$ cat src/rtl/seq_loader_ctrl.sv
// seq_loader_ctrl
// ---------------
// Sequence generator and sequence store for the Simon game. A load request
// seeds an 8-bit LFSR from SEED mixed with a free-running entropy byte, then
// writes DEPTH two-bit colours, one per tick. The game FSM reads the store
// through a combinational read port that stays blocked until the whole
// sequence has been written.
//
// Read-port handshake: start_play is the "valid" level for the whole store.
// rd_stall = ~start_play. While rd_stall is high, rd_data is forced to 0 and
// the consumer must not use it. While rd_stall is low, rd_data = mem[rd_addr]
// in the same cycle for rd_addr < DEPTH, and 0 for any higher address. The
// load request has no ready: it is accepted only in IDLE or READY and
// dropped in SEED and FILL.
//
// Ports:
//   clk_tick    game tick clock; all state changes on its rising edge
//   reset_n     asynchronous active-low reset
//   load_req    request a new sequence
//   entropy     free-running byte mixed into the LFSR seed
//   rd_addr     read address from the game FSM
//   rd_data     colour at rd_addr (combinational, gated)
//   rd_stall    read port blocked
//   start_play  a complete sequence is held
//   busy        seeding or filling
//   fill_cnt    entries written so far
//   dbg_state   current FSM state (0 IDLE, 1 SEED, 2 FILL, 3 READY)

module seq_loader_ctrl #(
    parameter int          DEPTH     = 10,
    parameter logic [7:0]  SEED      = 8'hA5,
    parameter bit          NO_REPEAT = 1'b1
) (
    input  logic       clk_tick,
    input  logic       reset_n,
    input  logic       load_req,
    input  logic [7:0] entropy,
    input  logic [3:0] rd_addr,
    output logic [1:0] rd_data,
    output logic       rd_stall,
    output logic       start_play,
    output logic       busy,
    output logic [3:0] fill_cnt,
    output logic [1:0] dbg_state
);

    typedef enum logic [1:0] {
        ST_IDLE  = 2'd0,
        ST_SEED  = 2'd1,
        ST_FILL  = 2'd2,
        ST_READY = 2'd3
    } state_t;

    localparam logic [3:0] LAST_IDX = 4'(DEPTH - 1);
    // One bit wider than rd_addr so DEPTH = 16 still compares correctly.
    localparam logic [4:0] DEPTH_W  = 5'(DEPTH);

    state_t     state;
    state_t     state_next;
    logic [7:0] lfsr;
    logic [1:0] prev;
    logic [3:0] wr_idx;
    logic [1:0] mem [DEPTH];

    logic [7:0] seed_mix;
    logic [7:0] seed_val;
    logic [7:0] lfsr_adv;
    logic [1:0] colour;

    // Datapath helpers
    always_comb begin
        seed_mix = SEED ^ entropy;
        // An all-zero LFSR would lock up, so fall back to the base seed.
        seed_val = (seed_mix == 8'h00) ? SEED : seed_mix;
        lfsr_adv = {lfsr[6:0], lfsr[7] ^ lfsr[5] ^ lfsr[4] ^ lfsr[3]};
        colour   = lfsr[1:0];
        if (NO_REPEAT && (wr_idx != 4'd0) && (lfsr[1:0] == prev)) begin
            colour = lfsr[1:0] + 2'd1;
        end
    end

    // FSM next state and outputs
    always_comb begin
        state_next = state;
        start_play = 1'b0;
        busy       = 1'b0;
        fill_cnt   = 4'd0;
        case (state)
            ST_IDLE: begin
                if (load_req) begin
                    state_next = ST_SEED;
                end
            end
            ST_SEED: begin
                busy       = 1'b1;
                state_next = ST_FILL;
            end
            ST_FILL: begin
                busy     = 1'b1;
                fill_cnt = wr_idx;
                if (wr_idx == LAST_IDX) begin
                    state_next = ST_READY;
                end
            end
            ST_READY: begin
                start_play = 1'b1;
                fill_cnt   = DEPTH_W[3:0];
                if (load_req) begin
                    state_next = ST_SEED;
                end
            end
            default: begin
                state_next = ST_IDLE;
            end
        endcase
    end

    // State and datapath registers
    always_ff @(posedge clk_tick or negedge reset_n) begin
        if (!reset_n) begin
            state  <= ST_IDLE;
            lfsr   <= SEED;
            prev   <= 2'd0;
            wr_idx <= 4'd0;
        end else begin
            state <= state_next;
            case (state)
                ST_SEED: begin
                    lfsr   <= seed_val;
                    wr_idx <= 4'd0;
                end
                ST_FILL: begin
                    prev   <= colour;
                    lfsr   <= lfsr_adv;
                    wr_idx <= wr_idx + 4'd1;
                end
                default: begin
                end
            endcase
        end
    end

    // Sequence store: not reset; the READY gating on the read port hides
    // whatever a previous or interrupted fill left behind.
    always_ff @(posedge clk_tick) begin
        if (state == ST_FILL) begin
            mem[wr_idx] <= colour;
        end
    end

    // Read port
    always_comb begin
        rd_data = 2'b00;
        if ((state == ST_READY) && ({1'b0, rd_addr} < DEPTH_W)) begin
            rd_data = mem[rd_addr];
        end
    end

    assign rd_stall  = ~start_play;
    assign dbg_state = state;

endmodule

$ cat config.mk
export PLATFORM = sky130hd
export DESIGN_NAME = seq_loader_ctrl
export DESIGN_NICKNAME = d
export VERILOG_FILES = /design/src/rtl/seq_loader_ctrl.sv
export SDC_FILE = /design/constraint.sdc
export NUM_CORES = 1
export LEC_CHECK = 0
export ABC_CLOCK_PERIOD_IN_PS = 3250
export BUFFER_PORTS_ARGS = -buffer_cell sky130_fd_sc_hd__buf_2
export CAP_MARGIN = 20
export CORE_AREA = 3 3 60 62
export CTS_CLUSTER_DIAMETER = 60
export DETAILED_ROUTE_END_ITERATION = 7
export DIE_AREA = 0 0 63 65
export PLACE_DENSITY = 0.81
export SYNTH_ARGS = -nofsm -noshare
export SYNTH_HDL_FRONTEND = slang
export SYNTH_SLANG_ARGS = --single-unit
$ cat constraint.sdc
create_clock -name clk_tick -period 3.25 [get_ports clk_tick]
set_input_delay 0.65 -clock clk_tick [delete_from_list [all_inputs] [get_ports clk_tick]]
set_output_delay 0.65 -clock clk_tick [all_outputs]
set_load 0.02 [all_outputs]
# Word level (Yosys, flattened, before mapping)
# Memory sizes are Yosys's and may differ from the RTL's.
# Cells that the tools add are included.
# op_classes
addsub,2
n_eq_ne,7
n_lt_le_gt_ge,1
n_mux,13
reduce_logical,9
bitwise,5
# ops
operator,n
$pmux 4 s2,2
$pmux 8 s2,1
$logic_not 8->1,1
$mux 2,4
$mux 8,1
$pmux 2 s3,1
$add 4x1->4 const B,1
$eq 2x2->1 const B,2
$eq 4x4->1 const B,1
$lt 4x4->1 const B,1
$mux 1,4
$not 4->4,1
$reduce_bool 4->1,1
$reduce_or 2->1,2
$xor 1x1->1,3
$add 2x1->2 const B,1
$eq 2x1->1 const B,1
$eq 2x2->1,1
$logic_and 1x1->1,2
$logic_not 2->1,1
$ne 2x1->1 const B,1
$ne 2x2->1 const B,1
$reduce_and 2->1,1
$reduce_bool 2->1,1
$not 1->1,1
# totals
memories,1
ff_bits,16
word_cells,42
ramBits,20
# mem_list
name,words,width,read_ports,rd_ports_with_merged_regs,write_ports,line_no,rtl
mem,10,2,1,0,1,63,logic [1:0] mem [DEPTH];

# Depth between registers and ports, before layout
# depth
depth_word,4
mapped_depth,6

# Worst setup path before layout
# No wires, ideal clock.
# synth_path
kind,in2out
start,input rd_addr[0]
end,output rd_data[1]
stages,4
arrival_ns,1.716
n_path_buf,1
path_slack_ns,0.884
required_ns,2.600
path_cell_list,buf_6 > mux4_2 > o22ai_1 > a211oi_1
# synth_via
elab_chain_cells,3
# synth_rtl
element,line_no,rtl
from (decl),38,"input logic [3:0] rd_addr,"
$lt 4x4->1,154,"if ((state == ST_READY) && ({1'b0, rd_addr} < DEPTH_W)) begin"
$logic_and 1x1->1,154,
$mux 2 (*),154,
to (decl),39,"output logic [1:0] rd_data,"
# Every way passes the cells marked *; elsewhere a longest branch is shown, timed or not.

# Final worst setup path
# layout_path
start,input rd_addr[0]
end,output rd_data[0]
# The elaborated chain is that of the path after synthesis.

==> results.cfg <==
[setup_path]
worst-setup-path-type = in2out
worst_ep_arrival_time_ns = 1.81
crit_path_end_kind = primary output
reg2reg_slack_ns = 1.08
crit_path_start_kind = input port
required_ns = 2.60
crit_fanout = 6

[pwr]
power.leakage_nw = 0.856
p_sw_mw = 0.697
clkPwrFrac = 0.134
swShare = 0.408
power_mw = 1.71
pwr_density_cell_nw_per_um2 = 825
combPwrFrac = 0.441
seqPwrFrac = 0.426
p_int_mw = 1.01
ir_drop_uv = 511

[clock_tree]
post_cts_buffers = 0
cts_max_level = 2
path_clk_slew_ns = 0.11
numCtsBuffers = 5
insertion_delay_ns = 0.34
cts_buffer_depth = 2
cts.sinks = 36
clock-root-buffer = clkbuf_4
cts_tree = built
ctsResizeCount = 0
hold_buffers = 0

[place]
post_dp_cell_area_um2 = 2020
dp_hpwl_mm = 2.42
place_congestion = 0.840
port_buffers = 25

[drt]
routed_via_density = 5.37
vias = 1252
first_iter_violations = 25
drtAntennaViolNets = 0
routedWlPerCell_um = 13.8
drc = 0
wl_mm = 3.21
drt_pre_antenna_iters = 4

[timing]
relSlewSlack = 0.508
period_needed_ns = 2.46
hold_viol = 0
worstMarginPinSlew_ns = 0.735
fmax_mhz = 407
slew_viol_final = 0
final.setup.tns_ns = 0
setup_viol = 0
skew_ns = 0.00948
period_share = 0.756
rsz0062_at_grt = false

[synth]
ys_warn_count = 0
syn-num-nets = 183
yosysUniqueCellTypes = 37
netlist_instances = 161
synth_seq_cells = 36
synthDominantCellAreaShare = 0.323
synthMostInstantiatedCell = edfxtp_1
async_flop_share = 0.444
syn_avg_cell_area_um2 = 11.5
yosys-top-cells-count = edfxtp_1 (20), nand2_1 (18), o21ai_0 (15)
yosysTopAreaCell = edfxtp_1
synthTopCellsByArea = edfxtp_1 (32%), dfrtp_1 (16%), dfstp_2 (5.7%)
synth-edff-count = 20
ys_seq_area_frac = 0.541
syn_area_um2 = 1860
synthFlopType = edfxtp_1

[status]
outcome = completed

[layout]
areaGrowthSynthToFinish_pct = 11.2
drive_gt1_frac = 0.243
nNetsFinal = 210
n_antenna_cell = 0
fin_area_um2 = 2070

[grt]
grt_pass1_wl_mm = 5.44
grt_remaining_overflow = 0
grt_max_degree = 25
antenna_found_initial = 0
grt_use_total = 0.170
grt_pass1_vias = 1241

[floorplanning]
ios = 26
initial_core_util = 0.604
coreArea_um2 = 3080
die-height_um = 65
fp-row-count = 20
die_w_um = 63
die-area_um2 = 4100

[run]
cap_violations = 0

[hold_path]
hp-class = in2async
-- final cells by class --
class / instances / area [um2]
fillers: 255 / 1010
flip-flops and latches: 36 / 1010
multi-input cells: 105 / 767
repair buffers: 27 / 140
well taps: 44 / 55.1
inverters: 13 / 48.8
clock buffers: 5 / 37.5
clock inverters: 3 / 13.8
-- worst paths after layout --
check	from	end	cells after the start
max in group asynchronous	reset_n	lfsr[7]$_DFFE_PN1P_	1
min	reset_n	wr_idx[1]$_DFFE_PN0P_	1
min in group clk_tick	lfsr[7]$_DFFE_PN1P_	lfsr[7]$_DFFE_PN1P_	2
max	rd_addr[0]	rd_data[0]	5
max reg2reg	wr_idx[1]$_DFFE_PN0P_	mem[9][1]$_DFFE_PP_	5
min reg2reg	lfsr[7]$_DFFE_PN1P_	lfsr[7]$_DFFE_PN1P_	2
-- layout by cell type (no fill, tap or decap), types with 2 or more instances in the layout --
cell type,instances
mux4_2,4
and4bb_2,2
mux2i_1,9
nor3b_1,3
ha_1,7
edfxtp_1,20
xor2_1,4
a211oi_1,5
o22ai_1,2
nand2b_1,5
clkinv_2,2
nand2_1,18
buf_2,25
buf_4,2
dfstp_2,4
nor2_1,12
nor3_1,2
clkbuf_4,5
o21ai_0,15
dfrtp_1,12
inv_1,13
-- power by group through the flow --
stage / clock network (mW) / logic (mW) / registers, mW
3_5_place_dp: 0 / 0.757 / 0.738
5_1_grt: 0.253 / 0.841 / 0.739
4_1_cts: 0.234 / 0.761 / 0.727
3_3_place_gp: 0 / 0.736 / 0.731
2_1_floorplan: 0 / 0.552 / 0.731
6_report: 0.228 / 0.752 / 0.727
-- registers in the layout (all words and copies together) (netlist names) --
| name | flops |
|---|---|
| dbg_state | 2 |
| lfsr | 8 |
| mem | 20 |
| prev | 2 |
| wr_idx | 4 |
-- cell families after synthesis --
group           Yosys count  share of synthesized area
fa+ha+maj                 7                     0.0471
xor+xnor                  5                     0.0236
buf+inv                  20                     0.0464
compound gates           31                      0.109
flops                    36                      0.541
mux                      14                      0.103
simple gates             48                      0.130
-- layer usage --
metal  part of all wire  up-vias  track usage
met5                  0        -            0
met4             0.0022        0       0.0413
met3              0.045        2       0.0451
met2               0.53       25        0.307
met1               0.43      596        0.200
li1                   -      629            -
-- through the flow --
step,utilization,instances,setup slack (ns),hold WS [ns]
4_1_cts,0.672,233,0.766,0.206
3_3_place_gp,0.655,225,0.857,0.468
5_1_grt,0.672,233,0.624,0.214
6_report,0.672,233,0.794,0.206
3_5_place_dp,0.655,225,0.767,0.481
2_1_floorplan,-,161,0.884,0.354
-- worst max-delay path, stage by stage --
cell and delay [ns]:
buf_2 0.19, mux4_2 0.53, o22ai_1 0.19, a211oi_1 0.08, buf_2 0.17
Note: power is estimated with default switching activity, not from simulation.
